File: src/rtl/ise_image_feeder.sv
// ise_image_feeder: streams NUM_IMAGES images of RGB pixels from a synchronous
// pixel ROM into the image sorting engine and collects/checks its result stream.
// A two-entry skid buffer sits between the ROM read port and the pixel output
// register, so the ROM can be read ahead without ever dropping data under busy.
module ise_image_feeder #(
  parameter int NUM_IMAGES    = 32,
  parameter int PIX_PER_IMAGE = 16384,
  parameter int ADDR_W        = 19
) (
  input  logic              clk,
  input  logic              reset,
  input  logic              start,
  output logic [ADDR_W-1:0] rom_addr,
  output logic              rom_rd,
  input  logic [23:0]       rom_rdata,
  input  logic              busy,
  output logic              pix_valid,
  output logic [23:0]       pixel_in,
  output logic [4:0]        image_in_index,
  input  logic              out_valid,
  input  logic [1:0]        color_index,
  input  logic [4:0]        image_out_index,
  input  logic [4:0]        res_rd_addr,
  output logic [6:0]        res_rd_data,
  output logic              run_busy,
  output logic              done,
  output logic              error
);

  localparam int PIX_W = (PIX_PER_IMAGE > 1) ? $clog2(PIX_PER_IMAGE) : 1;
  localparam int CNT_W = ADDR_W + 1;
  localparam logic [CNT_W-1:0] TOTAL    = CNT_W'(NUM_IMAGES * PIX_PER_IMAGE);
  localparam logic [PIX_W-1:0] LAST_PIX = PIX_W'(PIX_PER_IMAGE - 1);
  localparam logic [4:0]       LAST_IMG = 5'(NUM_IMAGES - 1);
  localparam logic [5:0]       RES_FULL = 6'(NUM_IMAGES);

  typedef enum logic [1:0] {
    S_IDLE    = 2'd0,
    S_STREAM  = 2'd1,
    S_COLLECT = 2'd2,
    S_DONE    = 2'd3
  } state_t;

  state_t state_q, state_d;

  // Read side: issued-read counter and the read whose data returns next cycle
  logic [CNT_W-1:0] rd_cnt_q, rd_cnt_d;
  logic             inflight_q, inflight_d;

  // Skid buffer: fifo0 is the head entry
  logic [1:0]  fifo_cnt_q, fifo_cnt_d;
  logic [23:0] fifo0_q, fifo0_d;
  logic [23:0] fifo1_q, fifo1_d;

  // Pixel output register and position of the presented pixel
  logic             pv_q, pv_d;
  logic [23:0]      pix_q, pix_d;
  logic [PIX_W-1:0] pix_cnt_q, pix_cnt_d;
  logic [4:0]       img_q, img_d;

  // Result collection
  logic [5:0] res_cnt_q, res_cnt_d;
  logic [1:0] last_col_q, last_col_d;
  logic       err_q, err_d;
  logic       res_wr;
  logic [6:0] res_rd_q;
  logic [6:0] res_mem [0:31];

  logic start_run;
  logic consume;
  logic last_consume;
  logic active;
  logic slot_free;
  logic pop;
  logic push;
  logic [2:0] occupancy;

  assign start_run    = start && ((state_q == S_IDLE) || (state_q == S_DONE));
  assign consume      = pv_q && !busy;
  assign last_consume = consume && (pix_cnt_q == LAST_PIX) && (img_q == LAST_IMG);
  assign active       = (state_q == S_STREAM) || (state_q == S_COLLECT);
  assign occupancy    = {1'b0, fifo_cnt_q} + {2'b00, inflight_q};

  assign rom_addr       = rd_cnt_q[ADDR_W-1:0];
  assign pix_valid      = pv_q;
  assign pixel_in       = pix_q;
  assign image_in_index = img_q;
  assign res_rd_data    = res_rd_q;
  assign error          = err_q;

  // State register
  always_ff @(posedge clk or negedge reset) begin
    if (!reset) state_q <= S_IDLE;
    else        state_q <= state_d;
  end

  // Next-state logic
  always_comb begin
    state_d = state_q;
    unique case (state_q)
      S_IDLE:    if (start) state_d = S_STREAM;
      S_STREAM:  if (last_consume) state_d = S_COLLECT;
      S_COLLECT: if (res_cnt_q == RES_FULL) state_d = S_DONE;
      S_DONE:    if (start) state_d = S_STREAM;
      default:   state_d = S_IDLE;
    endcase
  end

  // FSM outputs; ROM reads only while the buffer can absorb everything in flight
  always_comb begin
    run_busy = (state_q == S_STREAM) || (state_q == S_COLLECT);
    done     = (state_q == S_DONE);
    rom_rd   = (state_q == S_STREAM) && (rd_cnt_q != TOTAL) && (occupancy < 3'd2);
  end

  // Pixel datapath: refill the output register from the skid head, else straight from ROM
  always_comb begin
    rd_cnt_d   = rd_cnt_q;
    inflight_d = rom_rd;
    fifo_cnt_d = fifo_cnt_q;
    fifo0_d    = fifo0_q;
    fifo1_d    = fifo1_q;
    pv_d       = pv_q;
    pix_d      = pix_q;
    pix_cnt_d  = pix_cnt_q;
    img_d      = img_q;
    slot_free  = 1'b0;
    pop        = 1'b0;
    push       = 1'b0;
    if (start_run) begin
      rd_cnt_d   = '0;
      inflight_d = 1'b0;
      fifo_cnt_d = 2'd0;
      pv_d       = 1'b0;
      pix_cnt_d  = '0;
      img_d      = 5'd0;
    end else if (state_q == S_STREAM) begin
      if (rom_rd) rd_cnt_d = rd_cnt_q + CNT_W'(1);
      push      = inflight_q;
      slot_free = !pv_q || consume;
      if (consume) begin
        if (pix_cnt_q == LAST_PIX) begin
          pix_cnt_d = '0;
          // Hold the index on the final pixel so it never points past the run
          if (img_q != LAST_IMG) img_d = img_q + 5'd1;
        end else begin
          pix_cnt_d = pix_cnt_q + PIX_W'(1);
        end
      end
      if (last_consume) begin
        pv_d = 1'b0;
      end else if (slot_free) begin
        if (fifo_cnt_q != 2'd0) begin
          pix_d = fifo0_q;
          pv_d  = 1'b1;
          pop   = 1'b1;
        end else if (inflight_q) begin
          pix_d = rom_rdata;
          pv_d  = 1'b1;
          push  = 1'b0;
        end else begin
          pv_d  = 1'b0;
        end
      end
      unique case ({pop, push})
        2'b10: begin
          fifo0_d    = fifo1_q;
          fifo_cnt_d = fifo_cnt_q - 2'd1;
        end
        2'b01: begin
          if (fifo_cnt_q == 2'd0) fifo0_d = rom_rdata;
          else                    fifo1_d = rom_rdata;
          fifo_cnt_d = fifo_cnt_q + 2'd1;
        end
        2'b11: begin
          if (fifo_cnt_q == 2'd1) begin
            fifo0_d = rom_rdata;
          end else begin
            fifo0_d = fifo1_q;
            fifo1_d = rom_rdata;
          end
        end
        default: ;
      endcase
    end
  end

  // Result stream: store in arrival order and flag ordering/overflow/class errors
  always_comb begin
    res_cnt_d  = res_cnt_q;
    last_col_d = last_col_q;
    err_d      = err_q;
    res_wr     = 1'b0;
    if (start_run) begin
      res_cnt_d  = 6'd0;
      last_col_d = 2'd0;
      err_d      = 1'b0;
    end
    if (out_valid) begin
      if (active && (res_cnt_q != RES_FULL)) begin
        res_wr     = 1'b1;
        res_cnt_d  = res_cnt_q + 6'd1;
        last_col_d = color_index;
        if ((color_index == 2'd3) || (color_index < last_col_q)) err_d = 1'b1;
      end else begin
        err_d = 1'b1;
      end
    end
  end

  // Control and output registers
  always_ff @(posedge clk or negedge reset) begin
    if (!reset) begin
      rd_cnt_q   <= '0;
      inflight_q <= 1'b0;
      fifo_cnt_q <= 2'd0;
      pv_q       <= 1'b0;
      pix_q      <= 24'd0;
      pix_cnt_q  <= '0;
      img_q      <= 5'd0;
      res_cnt_q  <= 6'd0;
      last_col_q <= 2'd0;
      err_q      <= 1'b0;
      res_rd_q   <= 7'd0;
    end else begin
      rd_cnt_q   <= rd_cnt_d;
      inflight_q <= inflight_d;
      fifo_cnt_q <= fifo_cnt_d;
      pv_q       <= pv_d;
      pix_q      <= pix_d;
      pix_cnt_q  <= pix_cnt_d;
      img_q      <= img_d;
      res_cnt_q  <= res_cnt_d;
      last_col_q <= last_col_d;
      err_q      <= err_d;
      res_rd_q   <= res_mem[res_rd_addr];
    end
  end

  // Skid buffer payload and result memory carry no reset; occupancy/count gate their use
  always_ff @(posedge clk) begin
    fifo0_q <= fifo0_d;
    fifo1_q <= fifo1_d;
    if (res_wr) res_mem[res_cnt_q[4:0]] <= {color_index, image_out_index};
  end

endmodule

File: config.mk
export PLATFORM = sky130hd
export DESIGN_NAME = ise_image_feeder
export DESIGN_NICKNAME = d
export VERILOG_FILES = /design/src/rtl/ise_image_feeder.sv
export SDC_FILE = /design/constraint.sdc
export NUM_CORES = 1
export LEC_CHECK = 0
export CORE_AREA = 2 2 170 172
export DETAILED_ROUTE_END_ITERATION = 10
export DIE_AREA = 0 0 172 174
export PLACE_DENSITY = 0.74
export SYNTH_ARGS = -nofsm -noshare
export SYNTH_HDL_FRONTEND = slang
export SYNTH_SLANG_ARGS = --single-unit
File: constraint.sdc
create_clock -name clk -period 7.4 [get_ports clk]
set_input_delay 1.85 -clock clk [delete_from_list [all_inputs] [get_ports clk]]
set_output_delay 1.85 -clock clk [all_outputs]
set_load 0.03 [all_outputs]
Yosys cells after proc, flatten, opt, wreduce, memory -nomap -nowiden
Memory sizes are Yosys's and may differ from the RTL's. A register that Yosys moved wholly into a read port is not among the register bits.
Cells that the tools add are included.
{"block": "op_classes", "bitwise_logic": 2, "mux": 58, "n_reduce_logical": 37, "add_sub_neg": 7, "n_eq_ne": 20, "n_lt_le_gt_ge": 2}
{"operator": "$mux 24", "count": 6}
{"operator": "$pmux 24 s3", "count": 1}
{"operator": "$mux 20", "count": 3}
{"operator": "$mux 14", "count": 4}
{"operator": "$pmux 24 s2", "count": 1}
{"operator": "$mux 1", "count": 25}
{"operator": "$mux 5", "count": 5}
{"operator": "$add 20x1->20 const B", "count": 1}
{"operator": "$ne 20x20->1 const B", "count": 1}
{"operator": "$mux 6", "count": 3}
{"operator": "$mux 2", "count": 8}
{"operator": "$reduce_bool 2->1", "count": 8}
{"operator": "$add 14x1->14 const B", "count": 1}
{"operator": "$eq 14x14->1 const B", "count": 1}
{"operator": "$eq 2x2->1 const B", "count": 5}
{"operator": "$reduce_and 5->1", "count": 2}
{"operator": "$reduce_bool 3->1", "count": 3}
{"operator": "$ne 2x2->1 const B", "count": 4}
{"operator": "$reduce_and 2->1", "count": 4}
{"operator": "$reduce_and 4->1", "count": 2}
{"operator": "$logic_and 1x1->1", "count": 7}
{"operator": "$add 6x1->6 const B", "count": 1}
{"operator": "$eq 2x1->1 const B", "count": 3}
{"operator": "$eq 6x6->1 const B", "count": 1}
{"operator": "other kinds (18)", "count": 26}
{"block": "word_totals", "elab_cells": 140, "ram_bits": 224, "reg_bits": 126, "in_bits": 41, "mem_count": 1, "out_inout_bits": 60}
{"name": "res_mem", "depth": 32, "width": 7, "rd": 1, "rd_clocked_by_memory_dff": 1, "write_ports": 1, "line_no": "67", "rtl": "logic [6:0] res_mem [0:31];"}

Depth between registers and ports, before layout
{"block": "logic_depth", "depth_word": 11, "ltp_mapped": 10, "mapped_depth_nobuf": 8}

Least setup slack after synthesis
No wires, ideal clock.
{"block": "synth_path", "path_kind": "input port to flip-flop", "startpoint": "in start", "endpoint": "reg fifo1_q[0], enable pin", "required_time_ps": 6864, "path_buffers": 0, "path_slack_ps": 978, "arrival_ps": 5886, "setup_time_ps": 536, "cell_stages": 3, "path_cell_list": "nand2_1 nand2_1 a2111oi_0"}
{"block": "synth_via", "elab_chain_cells": 3}
{"item": "from (decl)", "line_no": "12", "rtl": "input logic start,"}
{"item": "$logic_and 1x1->1", "line_no": "78", "rtl": "assign start_run = start && ((state_q == S_IDLE) || (state_q == S_DONE));"}
{"item": "$not 1->1 (no source line)"}
{"item": "$reduce_and 5->1 (no source line)"}
{"item": "to (signal assigned)", "line_no": "243", "rtl": "fifo1_q <= fifo1_d;"}
{"item": "to (decl)", "line_no": "53", "rtl": "logic [23:0] fifo1_q, fifo1_d;"}
Every way passes these cells.
A chain may end at the register's enable or synchronous reset.

Worst setup path after layout
{"block": "layout_path", "startpoint": "reg rd_cnt_q[4]", "endpoint": "out rom_rd"}
{"block": "layout_via", "elab_chain_cells": 3}
{"item": "from (decl)", "line_no": "47", "rtl": "logic [CNT_W-1:0] rd_cnt_q, rd_cnt_d;"}
{"item": "from (signal assigned)", "line_no": "226", "rtl": "rd_cnt_q <= rd_cnt_d;"}
{"item": "$ne 20x20->1", "line_no": "113", "rtl": "rom_rd = (state_q == S_STREAM) && (rd_cnt_q != TOTAL) && (occupancy < 3'd2);"}
{"item": "$logic_and 1x1->1 (2 in a row)", "line_no": "113"}
{"item": "to (decl)", "line_no": "14", "rtl": "output logic rom_rd,"}
Every way passes these cells.

==> summary.txt <==
Drt
  – Detailed-route wire length per cell: ~21 um
  – DRT Pass-1 Iters: 5
  – Violation count after the first detailed-route iteration: 620
  – Final routed wirelength across all metal layers: slightly below 30 mm
  – Average vias per placed instance: between 5 and 6
  – Post-detailed-route count of antenna-violating nets: 0
  – Post-route DRC violation count: 0
  – Number of vias in the routed layout: roughly 8.0k

Timing
  – Hold violation count in the final report: 0
  – Unrepaired setup endpoints after global routing: false
  – Clock Skews: approximately 0.023 ns
  – Minimum clock period: roughly 4.7 ns
  – Count of final max-slew check failures: 0
  – Final clock period utilization by the worst path: between 60 and 70%
  – Worst-margin pin slew: between 1 and 1.5 ns
  – # setup viols final: 0
  – TNS Setup: 0 ns
  – Fmax: around 0.21 GHz
  – Slew margin rel.: ~17%
  – Post-route setup slack: ~2.7 ns

Critical path
  – Cell with the biggest individual delay on the critical path: sky130_fd_sc_hd__clkdlybuf4s50_1
  – Buffers and inverters on the worst path: 2
  – Type of element capturing the critical path: output port
  – Kind of start point of the critical path: flop
  – Highest fanout seen on the critical path: 7
  – Data arrival time of the critical path: between 2 and 3 ns
  – Longest individual stage delay on the worst path: 0.61 ns
  – Worst setup path class: flop to output port
  – Crit path cell chain: nor4_1 -> nand4_1 -> o21ai_1 -> inv_1 -> clkdlybuf4s50_1
  – CP Data Required Time: approximately 5.6 ns
  – Gate family responsible for the most delay along the worst path: buffers and inverters

Floorplan
  – Core box area: approximately 28,000 um2
  – Die width: ~170 um
  – Height of the die: about 170 um
  – Die area: roughly 30,000 um2
  – Top-level port count: slightly above 100
  – Core Rows: 62
  – Initial core utilization: ~54%

Job
  – MaxCap Viol Count: 0

GRT
  – Via count of the first global-routing pass: 8,390
  – First-pass GRT wire length: approximately 47 mm
  – Antenna violations before repair: 0
  – Most crowded layer after global routing: met2
  – Global Route met2 Usage: about a third
  – Total gr overflow: 0
  – Total GRT Usage: between 20% and 30%
  – Pin count of the biggest net entering global routing: 57
  – Global routing met3 resource utilization: 3.57%
  – Met1 track demand over resource in global routing: 28.2%

Cells and area
  – Fillers: between 2k and 2.5k
  – Fraction of final layout cells with drive strength greater than 1: between 20 and 25%
  – Antenna fix cells: 0
  – Total area of sequential cells: slightly above 10,000 um2
  – Most common cell after layout, fill and taps aside: sky130_fd_sc_hd__edfxtp_1
  – Area taken by multi-input logic gates: 4480 um2
  – Final design area excluding fillers: between 15,000 and 20,000 um2
  – Growth of design area from synthesis to finish: 17.1%
  – Top library cells by usage in the layout, fill and taps aside: sky130_fd_sc_hd__edfxtp_1 (272), sky130_fd_sc_hd__clkdlybuf4s50_1 (97), sky130_fd_sc_hd__dfrtp_1 (85)
  – Fin nets: ~1.1k
  – Final instance count without filler cells: approximately 1.4k

Outcome
  – Run status: complete, no violations

Clock network
  – Number of clock sinks seen by CTS: around 360
  – Clock input transition at the sequential cells of the worst setup and hold paths: 0.06 ns
  – Max Buffers Root-to-Sink: 3
  – Number of clock buffers inserted by TritonCTS: 38
  – Post-CTS setup repair buffer count: 0
  – CTS tree: done
  – Master cell of the clock root buffer: sky130_fd_sc_hd__clkbuf_16
  – Clock latency on the worst-skew pair: between 0.5 and 0.6 ns
  – Post-cts hold buffer count: 0
  – Htree depth: 2
  – Number of gates resized after CTS: 0

Power and ir drop
  – Total design power: roughly 5600 uW
  – VDD IR-drop max: about 0.36 mV
  – Power per cell area: 316 nW/um2
  – Leakage power: approximately 0.0063 uW

Synth
  – Ys flop type: sky130_fd_sc_hd__edfxtp_1
  – Proportion of synthesized chip area in sequential cells: 67.7%
  – Synthesis warning total: 0
  – Fraction of synthesis flops using an asynchronous set or reset pin: between 20% and 30%
  – Number of synthesized register bits: between 300 and 400
  – Number of synthesized flops with an enable pin: 272
  – Count of unique library cells instantiated by Yosys: 60
  – Total nets after synthesis: between 900 and 1k
  – Post-Syn Area: between 15,000 and 20,000 um2
  – Mean post-synth cell area: 16.9 um2
  – Gate Count Post-Synth: 901

Place
  – Half-perimeter wire length of the detailed placement result: roughly 19 mm
  – Worst setup timing slack at the placement stage: roughly 3 ns
  – Port Buffers: 100
  – Post-placement cell area: about 16,000 um2
  – RePlAce Congestion: between 0.7 and 0.8
  – Cells after DPL: around 1.3k

Hold path
  – Hold/Removal Path Class: flop to flop
-- sequential cells by signal (all words and copies together) (netlist names) --
register,count
image_in_index,5
pix_cnt_q,14
res_cnt_q,6
fifo1_q,24
error,1
inflight_q,1
res_rd_data,7
fifo0_q,24
last_col_q,2
pix_valid,1
fifo_cnt_q,2
state_q,2
res_mem,224
rd_cnt_q,20
pixel_in,24
-- metal layers --
| metal | share of wire (%) | wire, um |
|---|---|---|
| met5 | 0 | 0 |
| met4 | 1.6 | 474 |
| met3 | 5.2 | 1540 |
| met2 | 50 | 14800 |
| met1 | 43 | 12600 |
-- final cells by class --
| class | count | share of cell area [%] |
|---|---|---|
| Multi-Input combinational cell | 464 | 25.2 |
| Tap cell | 384 | 2.70 |
| Sequential cell | 357 | 57.8 |
| Inverter | 24 | 0.506 |
| Timing Repair Buffer | 113 | 6.11 |
| Clock inverter | 27 | 2.07 |
| Clock buffer | 42 | 5.65 |
-- cell families after synthesis --
group	count (synthesis)	share of synthesized area, %
mux	155	17.0
fa+ha+maj	16	1.32
compound gates	82	3.43
buf+inv	80	2.99
flops	357	67.7
xor+xnor	17	0.979
simple gates	194	6.64
-- worst paths after layout --
| check | start | to | slack, ns | cells after the start |
|---|---|---|---|---|
| max in group asynchronous | reset | rd_cnt_q[6]$_DFFE_PN0P_ | 4.99 | 2 |
| hold / removal | pix_cnt_q[12]$_DFFE_PN0P_ | pix_cnt_q[12]$_DFFE_PN0P_ | 0.51 | 1 |
| setup reg to reg | state_q[0]$_DFFE_PN0P_ | res_mem[23][3]$_DFFE_PP_ | 4.59 | 6 |
| hold reg to reg | pix_cnt_q[12]$_DFFE_PN0P_ | pix_cnt_q[12]$_DFFE_PN0P_ | 0.51 | 1 |
| setup / recovery | rd_cnt_q[4]$_DFFE_PN0P_ | rom_rd | 2.67 | 5 |
| min in group asynchronous | reset | state_q[1]$_DFFE_PN0P_ | 1.28 | 1 |
-- Yosys cell counts, drive strengths merged (7+ instances only) --
| cell type | number | area share, % |
|---|---|---|
| edfxtp | 272 | 54 |
| dfrtp | 85 | 14 |
| mux2 | 73 | 6.4 |
| mux4 | 63 | 9.3 |
| nor2 | 62 | 1.5 |
| buf | 39 | 2.0 |
| nand2 | 35 | 0.86 |
| nand3 | 28 | 0.92 |
| o21ai | 26 | 0.86 |
| inv | 24 | 0.59 |
| mux2i | 19 | 1.2 |
| a21oi | 18 | 0.64 |
| clkbuf | 17 | 0.42 |
| ha | 16 | 1.3 |
| nand4 | 15 | 0.72 |
| xor2 | 10 | 0.58 |
| nor3 | 9 | 0.33 |
| nor4 | 9 | 0.55 |
| or3 | 9 | 0.37 |
| a22oi | 7 | 0.35 |
| o21a | 7 | 0.35 |
| xnor2 | 7 | 0.40 |
-- metrics by stage --
stage / hold slack [ns] / util [%]
floorplan: 0.465 / -
CTS: 0.514 / 63.1
finish: 0.514 / 63.1
detailed placement: 0.492 / 58.2
global route: 0.527 / 63.1
global placement: 0.491 / 58.2
-- report_power, final --
group          switching, uW  internal, uW  leakage [uW]  total, uW
Combinational            644           500       0.00207       1140
Clock                    760          1300      0.000679       2060
Sequential              99.2          2330       0.00355       2430
No activity file was read; power rests on OpenSTA's default activity.
